[src/rtl/mmio_game_io.sv]
// mmio_game_io -- memory-mapped game I/O block: random number source,
// debounced button event FIFO, LED control and tone control.
//
// Word address map, relative to BASE_ADDR:
//   +0  read   current 32-bit LFSR word (no side effects)
//   +1  read   event pop: {valid, overflow, 22'b0, remaining[3:0], 1'b0, index[2:0]}
//              (the FIFO only pops when rden=1)
//   +2  write  LED control: data_in[3:1] = channel, data_in[0] = on/off
//   +3  write  tone control: data_in[3:1] = tone_sel, data_in[0] = tone_on
//
// Ports:
//   clock, reset      sole clock (rising edge), asynchronous active-low reset
//   wren, rden        processor write strobe and single-cycle read strobe
//   address, data_in  12-bit word address and 32-bit write data
//   q_out, hit        registered read data and address-hit flag, one cycle later
//   buttons           raw asynchronous active-high button inputs
//   leds              active-high LED drive
//   tone_sel, tone_on selected tone index and tone enable
//
// Optional feature macro: MMIO_GAME_IO_FLASH_TIMER_EN
//   defined   -> an LED-on write starts a per-channel FLASH_CYCLES timer and the
//                LED turns itself off when it expires
//   undefined -> LEDs hold until written off; no timers are built
module mmio_game_io #(
   parameter int          NUM_CH          = 4,
   parameter logic [11:0] BASE_ADDR       = 12'd5,
   parameter int          FIFO_DEPTH      = 4,
   parameter int          DEBOUNCE_CYCLES = 500000,
   parameter int          FLASH_CYCLES    = 25000000
) (
   input  logic              clock,
   input  logic              reset,
   input  logic              wren,
   input  logic              rden,
   input  logic [11:0]       address,
   input  logic [31:0]       data_in,
   output logic [31:0]       q_out,
   output logic              hit,
   input  logic [NUM_CH-1:0] buttons,
   output logic [NUM_CH-1:0] leds,
   output logic [2:0]        tone_sel,
   output logic              tone_on
);

   localparam int              AW        = (FIFO_DEPTH > 1) ? $clog2(FIFO_DEPTH) : 1;
   localparam int              CW        = AW + 1;
   localparam int              DW        = $clog2(DEBOUNCE_CYCLES + 1);
   localparam logic [DW-1:0]   DB_LAST   = DW'(DEBOUNCE_CYCLES - 1);
   localparam logic [CW-1:0]   FIFO_FULL = CW'(FIFO_DEPTH);
   localparam logic [3:0]      NUM_CH_L  = 4'(NUM_CH);
   // x^32 + x^22 + x^2 + x + 1 in right-shifting Galois form
   localparam logic [31:0]     LFSR_TAPS = 32'h8020_0003;
`ifdef MMIO_GAME_IO_FLASH_TIMER_EN
   localparam int              FW         = $clog2(FLASH_CYCLES + 1);
   localparam logic [FW-1:0]   FLASH_LOAD = FW'(FLASH_CYCLES);
`endif

   // One LFSR step; a zero result is forced back to the seed so the lock-up
   // state can never persist even after an upset.
   function automatic logic [31:0] lfsr_next(input logic [31:0] s);
      logic [31:0] n;
      if (s[0]) begin
         n = {1'b0, s[31:1]} ^ LFSR_TAPS;
      end else begin
         n = {1'b0, s[31:1]};
      end
      if (n == 32'h0) begin
         return 32'h1;
      end else begin
         return n;
      end
   endfunction

   logic [31:0]       lfsr_q, lfsr_d;
   logic [NUM_CH-1:0] sync1_q, sync1_d, sync2_q, sync2_d;
   logic [NUM_CH-1:0] deb_q, deb_d;
   logic [DW-1:0]     db_cnt_q [NUM_CH];
   logic [DW-1:0]     db_cnt_d [NUM_CH];
   logic [NUM_CH-1:0] pending_q, pending_d;
   logic [2:0]        fifo_mem_q [FIFO_DEPTH];
   logic [2:0]        fifo_mem_d [FIFO_DEPTH];
   logic [AW-1:0]     rd_ptr_q, rd_ptr_d, wr_ptr_q, wr_ptr_d;
   logic [CW-1:0]     count_q, count_d;
   logic              ovf_q, ovf_d;
   logic [NUM_CH-1:0] leds_q, leds_d;
   logic [2:0]        tone_sel_q, tone_sel_d;
   logic              tone_on_q, tone_on_d;
   logic [31:0]       q_out_q, q_out_d;
   logic              hit_q, hit_d;
`ifdef MMIO_GAME_IO_FLASH_TIMER_EN
   logic [FW-1:0]     flash_cnt_q [NUM_CH];
   logic [FW-1:0]     flash_cnt_d [NUM_CH];
`endif

   logic              in_range;
   logic [1:0]        offset;
   logic              rd_evt, wr_led, wr_tone, wr_ch_ok;
   logic [2:0]        wr_ch;
   logic              push_req, push, pop, drop, fifo_valid;
   logic [2:0]        sel_ch, head;
   logic [NUM_CH-1:0] clear_mask, rise;
   logic [3:0]        remaining;
   logic [31:0]       evt_word;
   logic              unused_data;

   assign unused_data = ^data_in[31:4];

   // Next-state logic for every register in the block.
   always_comb begin
      // address decode; 13-bit compare so a base near the top cannot wrap
      in_range = ({1'b0, address} >= {1'b0, BASE_ADDR}) &&
                 ({1'b0, address} <= ({1'b0, BASE_ADDR} + 13'd3));
      offset   = 2'(address - BASE_ADDR);
      rd_evt   = rden && in_range && (offset == 2'd1);
      wr_led   = wren && in_range && (offset == 2'd2);
      wr_tone  = wren && in_range && (offset == 2'd3);
      wr_ch    = data_in[3:1];
      wr_ch_ok = ({1'b0, wr_ch} < NUM_CH_L);

      lfsr_d   = lfsr_next(lfsr_q);
      sync1_d  = buttons;
      sync2_d  = sync1_q;

      // debounce: level flips only after DEBOUNCE_CYCLES differing cycles in a row
      deb_d    = deb_q;
      db_cnt_d = db_cnt_q;
      for (int i = 0; i < NUM_CH; i++) begin
         if (sync2_q[i] != deb_q[i]) begin
            if (db_cnt_q[i] == DB_LAST) begin
               deb_d[i]    = sync2_q[i];
               db_cnt_d[i] = '0;
            end else begin
               db_cnt_d[i] = db_cnt_q[i] + DW'(1);
            end
         end else begin
            db_cnt_d[i] = '0;
         end
      end
      rise = deb_d & ~deb_q;

      // lowest-index pending channel is the push candidate this cycle
      push_req = |pending_q;
      sel_ch   = 3'd0;
      for (int i = NUM_CH - 1; i >= 0; i--) begin
         if (pending_q[i]) begin
            sel_ch = 3'(i);
         end else begin
            sel_ch = sel_ch;
         end
      end
      clear_mask = '0;
      for (int i = 0; i < NUM_CH; i++) begin
         if (push_req && (sel_ch == 3'(i))) begin
            clear_mask[i] = 1'b1;
         end else begin
            clear_mask[i] = 1'b0;
         end
      end
      pending_d = (pending_q & ~clear_mask) | rise;

      // FIFO: a pop frees a slot in the same cycle, so push at full succeeds then
      fifo_valid = (count_q != '0);
      pop        = rd_evt && fifo_valid;
      push       = push_req && ((count_q != FIFO_FULL) || pop);
      drop       = push_req && (count_q == FIFO_FULL) && !pop;
      fifo_mem_d = fifo_mem_q;
      wr_ptr_d   = wr_ptr_q;
      rd_ptr_d   = rd_ptr_q;
      if (push) begin
         fifo_mem_d[wr_ptr_q] = sel_ch;
         wr_ptr_d             = wr_ptr_q + AW'(1);
      end else begin
         wr_ptr_d = wr_ptr_q;
      end
      if (pop) begin
         rd_ptr_d = rd_ptr_q + AW'(1);
      end else begin
         rd_ptr_d = rd_ptr_q;
      end
      case ({push, pop})
         2'b10:   count_d = count_q + CW'(1);
         2'b01:   count_d = count_q - CW'(1);
         default: count_d = count_q;
      endcase
      if (drop) begin
         ovf_d = 1'b1;
      end else if (rd_evt) begin
         ovf_d = 1'b0;
      end else begin
         ovf_d = ovf_q;
      end

      // event word reflects the state before this cycle's pop
      if (fifo_valid) begin
         head      = fifo_mem_q[rd_ptr_q];
         remaining = 4'(count_q - CW'(1));
      end else begin
         head      = 3'd0;
         remaining = 4'd0;
      end
      evt_word = {fifo_valid, ovf_q, 22'd0, remaining, 1'b0, head};

      // LED control
      leds_d = leds_q;
`ifdef MMIO_GAME_IO_FLASH_TIMER_EN
      flash_cnt_d = flash_cnt_q;
      for (int i = 0; i < NUM_CH; i++) begin
         if (wr_led && wr_ch_ok && (wr_ch == 3'(i))) begin
            leds_d[i]      = data_in[0];
            flash_cnt_d[i] = data_in[0] ? FLASH_LOAD : '0;
         end else if (flash_cnt_q[i] != '0) begin
            flash_cnt_d[i] = flash_cnt_q[i] - FW'(1);
            if (flash_cnt_q[i] == FW'(1)) begin
               leds_d[i] = 1'b0;
            end else begin
               leds_d[i] = leds_q[i];
            end
         end else begin
            leds_d[i] = leds_q[i];
         end
      end
`else
      for (int i = 0; i < NUM_CH; i++) begin
         if (wr_led && wr_ch_ok && (wr_ch == 3'(i))) begin
            leds_d[i] = data_in[0];
         end else begin
            leds_d[i] = leds_q[i];
         end
      end
`endif

      // tone control
      if (wr_tone) begin
         tone_sel_d = data_in[3:1];
         tone_on_d  = data_in[0];
      end else begin
         tone_sel_d = tone_sel_q;
         tone_on_d  = tone_on_q;
      end

      // registered read path
      hit_d = in_range;
      if (in_range) begin
         case (offset)
            2'd0:    q_out_d = lfsr_q;
            2'd1:    q_out_d = evt_word;
            default: q_out_d = 32'h0;
         endcase
      end else begin
         q_out_d = 32'h0;
      end
   end

   // State registers with asynchronous active-low reset.
   always_ff @(posedge clock or negedge reset) begin
      if (!reset) begin
         lfsr_q     <= 32'h1;
         sync1_q    <= '0;
         sync2_q    <= '0;
         deb_q      <= '0;
         pending_q  <= '0;
         rd_ptr_q   <= '0;
         wr_ptr_q   <= '0;
         count_q    <= '0;
         ovf_q      <= 1'b0;
         leds_q     <= '0;
         tone_sel_q <= 3'd0;
         tone_on_q  <= 1'b0;
         q_out_q    <= 32'h0;
         hit_q      <= 1'b0;
         for (int i = 0; i < NUM_CH; i++) begin
            db_cnt_q[i] <= '0;
`ifdef MMIO_GAME_IO_FLASH_TIMER_EN
            flash_cnt_q[i] <= '0;
`endif
         end
         for (int i = 0; i < FIFO_DEPTH; i++) begin
            fifo_mem_q[i] <= 3'd0;
         end
      end else begin
         lfsr_q      <= lfsr_d;
         sync1_q     <= sync1_d;
         sync2_q     <= sync2_d;
         deb_q       <= deb_d;
         db_cnt_q    <= db_cnt_d;
         pending_q   <= pending_d;
         fifo_mem_q  <= fifo_mem_d;
         rd_ptr_q    <= rd_ptr_d;
         wr_ptr_q    <= wr_ptr_d;
         count_q     <= count_d;
         ovf_q       <= ovf_d;
         leds_q      <= leds_d;
         tone_sel_q  <= tone_sel_d;
         tone_on_q   <= tone_on_d;
         q_out_q     <= q_out_d;
         hit_q       <= hit_d;
`ifdef MMIO_GAME_IO_FLASH_TIMER_EN
         flash_cnt_q <= flash_cnt_d;
`endif
      end
   end

   assign q_out    = q_out_q;
   assign hit      = hit_q;
   assign leds     = leds_q;
   assign tone_sel = tone_sel_q;
   assign tone_on  = tone_on_q;

endmodule

[config.mk]
export PLATFORM = sky130hd
export DESIGN_NAME = mmio_game_io
export DESIGN_NICKNAME = d
export VERILOG_FILES = /design/src/rtl/mmio_game_io.sv
export SDC_FILE = /design/constraint.sdc
export NUM_CORES = 1
export LEC_CHECK = 0
export BUFFER_PORTS_ARGS = -buffer_cell sky130_fd_sc_hd__buf_4
export CORE_MARGIN = 3
export CORE_UTILIZATION = 52
export DETAILED_ROUTE_END_ITERATION = 7
export GPL_TIMING_DRIVEN = 0
export PLACE_DENSITY = 0.75
export SLEW_MARGIN = 15
export SYNTH_ARGS = -nofsm -noshare
export SYNTH_HDL_FRONTEND = slang
export SYNTH_SLANG_ARGS = --single-unit
[constraint.sdc]
create_clock -name clock -period 2.5 [get_ports clock]
set_input_delay 0.375 -clock clock [delete_from_list [all_inputs] [get_ports clock]]
set_output_delay 0.375 -clock clock [all_outputs]
set_load 0.005 [all_outputs]
==> results.json <==
{
  "drive_gt1_frac": 0.172,
  "grt_use_met2": 0.307,
  "antenna_found_initial": 0,
  "yosys_register_bits": 181,
  "ir_drop_mv": 0.444,
  "grt_max_degree": 116,
  "p_leak_nw": 4.20,
  "drv_cap": 0,
  "seqCellArea_um2": 4530,
  "synthArstFlopShare": 1.00,
  "crit_path_end_kind": "register",
  "cts_num_sinks": 181,
  "synth_area_um2": 7760,
  "hold_path_end": "sync1_q[0]",
  "yosys_warnings": 0,
  "synth_cells": 703,
  "firstDrtPassIters": 4,
  "cts_root_buf": "clkbuf_16",
  "vias_per_cell": 5.31,
  "timing.slew.headroom": 0.489,
  "fillCellCount": 1122,
  "total_power_mw": 5.70,
  "fin_crit_sh": 0.950,
  "synth_nets": 770,
  "hold_start": "buttons[0]",
  "clk_latency_ps": 430,
  "hpwlAfterDp_mm": 9.89,
  "tritoncts": "built",
  "synth.avg_cell_area_um2": 11.0,
  "path_max_fanout": 8,
  "top_usage_layer": "met2",
  "cts_max_path_buffers": 2,
  "chipWidth_um": 128,
  "r2r_cells": 7,
  "final_util": 0.630,
  "fin_setup_tns_ps": 0,
  "rrSetupSlack_ps": 290,
  "grt_pass1_vias": 5280,
  "io_pins": 93,
  "max_freq_ghz": 0.421,
  "cp_slowest_cell": "fa_2",
  "status": "completed",
  "synth_edf_count": 0,
  "drcViolationCount": 0,
  "post_cts_resized": 0,
  "crit_chain": "buf_4, inv_8, ha_1, clkbuf_1, nand2_2, nor3_4, nand3_2, fa_2, and3_1, mux2_4, a221o_1",
  "antenna_cells": 0,
  "synth.area.top_cells": "dfrtp_1, xor2_1, nor2_1",
  "place_ws_ps": -462,
  "routabilityCongestion": 0.875,
  "cts_buffers": 17,
  "skew_ps": 6.97,
  "synthTopCellsByCount": "dfrtp_1, nor2_1, xor2_1",
  "worstPathArrival_ps": 2690,
  "worstMarginPinSlew_ps": 761,
  "num_vias": 5237,
  "synth_top_area_cell": "dfrtp_1",
  "area_growth_pct": 18.4,
  "ant_nets": 0,
  "dieArea_um2": 16400,
  "critical_path_class": "in -> reg",
  "setup_ws_ps": 125,
  "drv_slew": 0,
  "finalSetupViolations": 0,
  "crit_buf_inv": 3,
  "whs_path_depth": 1,
  "ys.flop_type": "dfrtp_1",
  "r2r_end": "count_q[2]",
  "use_met1": 0.244,
  "synth_cell_types": 57,
  "htree_num_levels": 4,
  "die_y_um": 128,
  "grt-ovfl-total": 0,
  "synth_top_area_share": 0.581,
  "clk_pin_slew_ps": 70,
  "grtUsageTotal": 0.186,
  "detail_route.wirelength_mm": 14.2,
  "slowest_delay_ps": 410,
  "io_buffers": 64,
  "fin_crit_ps": 2370,
  "crit_family": "simple AND/OR/NAND/NOR gates",
  "coreArea_um2": 14600,
  "rsz0062_at_grt": "no",
  "reg2reg_from": "count_q[0]",
  "initial_core_util": 0.532,
  "ys_seq_area_frac": 0.584,
  "grt_pass1_wl_mm": 24.7,
  "multi_input_comb_area_um2": 3050,
  "hp-class": "in -> reg",
  "critPathRequiredTime_ps": 2820,
  "rows": 44,
  "nNetsFinal": 857,
  "yosysMostFrequentCell": "dfrtp_1",
  "gr-usage-met3": 0.0413,
  "drtIter0Drc": 283,
  "cellPowerDensity_nw_per_um2": 620,
  "hold_viol_final": 0,
  "wl_per_cell_um": 14.4,
  "start_kind": "primary input"
}
[cells in the final DEF, fill, tap and decap left out, drive strengths merged, types with 2 or more instances in the layout]
cell,Yosys,final
a21oi,8,8
a22oi,2,2
a31oi,5,5
a32oi,3,3
and2,27,27
and3,14,14
and4,2,2
buf,11,78
clkbuf,34,54
clkinv,0,3
clkinvlp,0,2
dfrtp,180,180
ha,14,14
inv,18,25
mux2,16,16
mux4,2,2
nand2,44,44
nand2b,2,2
nand3,37,37
nand3b,3,3
nand4,22,22
nor2,112,112
nor3,16,16
nor4,16,16
nor4b,2,2
o21ai,6,6
o22ai,2,2
o31ai,2,2
or2,5,5
or4,2,2
xnor2,30,30
xor2,50,50
[routing by layer]
metal	wire length, um	share of wire
met1	6410	0.45
met2	7080	0.50
met3	552	0.039
met4	208	0.015
met5	0	0
[how the worst max path moves through the flow]
stage	from	to	cells past startpoint
CTS	address[0]	count_q[2]	11
global route	address[0]	count_q[2]	11
global placement	address[0]	count_q[2]	11
floorplan	address[1]	count_q[2]	10
detailed placement	address[0]	count_q[2]	11
finish	address[0]	count_q[2]	11
[flip-flops by register name, summed over array words and instances (netlist names)]
name,count
db_cnt_q,76
lfsr_q,32
q_out,32
fifo_mem_q,8
deb_q,4
leds,4
pending_q,4
sync1_q,4
sync2_q,4
count_q,3
tone_sel,3
rd_ptr_q,2
wr_ptr_q,2
hit,1
ovf_q,1
tone_on,1
[power breakdown]
part / switching, mW / internal (mW)
Sequential: 0.0213 / 2.95
Combinational: 0.132 / 0.0734
Clock: 1.18 / 1.34
Total: 1.33 / 4.36
[area by class of cell]
type	count	share of cell area
multi-input combinational	459	0.332
tap	184	0.0251
buffer	45	0.0207
clock buffer	20	0.0486
timing repair buffer	68	0.0589
clock inverter	12	0.0123
sequential	181	0.493
inverter	18	0.00954
[cell families after synthesis]
| logic type | after synthesis | synth area share |
|---|---|---|
| buf+inv | 63 | 0.0332 |
| xor+xnor | 80 | 0.0903 |
| mux | 18 | 0.0290 |
| fa+ha+maj | 15 | 0.0252 |
| simple gates | 311 | 0.204 |
| flops | 181 | 0.584 |
| compound gates | 35 | 0.0337 |
[metrics by stage]
step	cell area, um2	hold slack [ps]	cells
2_1_floorplan	7850	79.4	703
3_3_place_gp	8560	341	951
3_5_place_dp	8600	344	952
4_1_cts	9180	32.0	987
5_1_grt	9180	30.0	987
6_report	9180	50.4	987
[repair_timing]
item | in CTS | in global routing
setup endpoints to repair | 1 | 0
hold endpoints to repair | 66 | 0
setup buffers | 2 | 0
hold buffers | 1 | 0
Note: power is estimated with default switching activity, not from simulation.
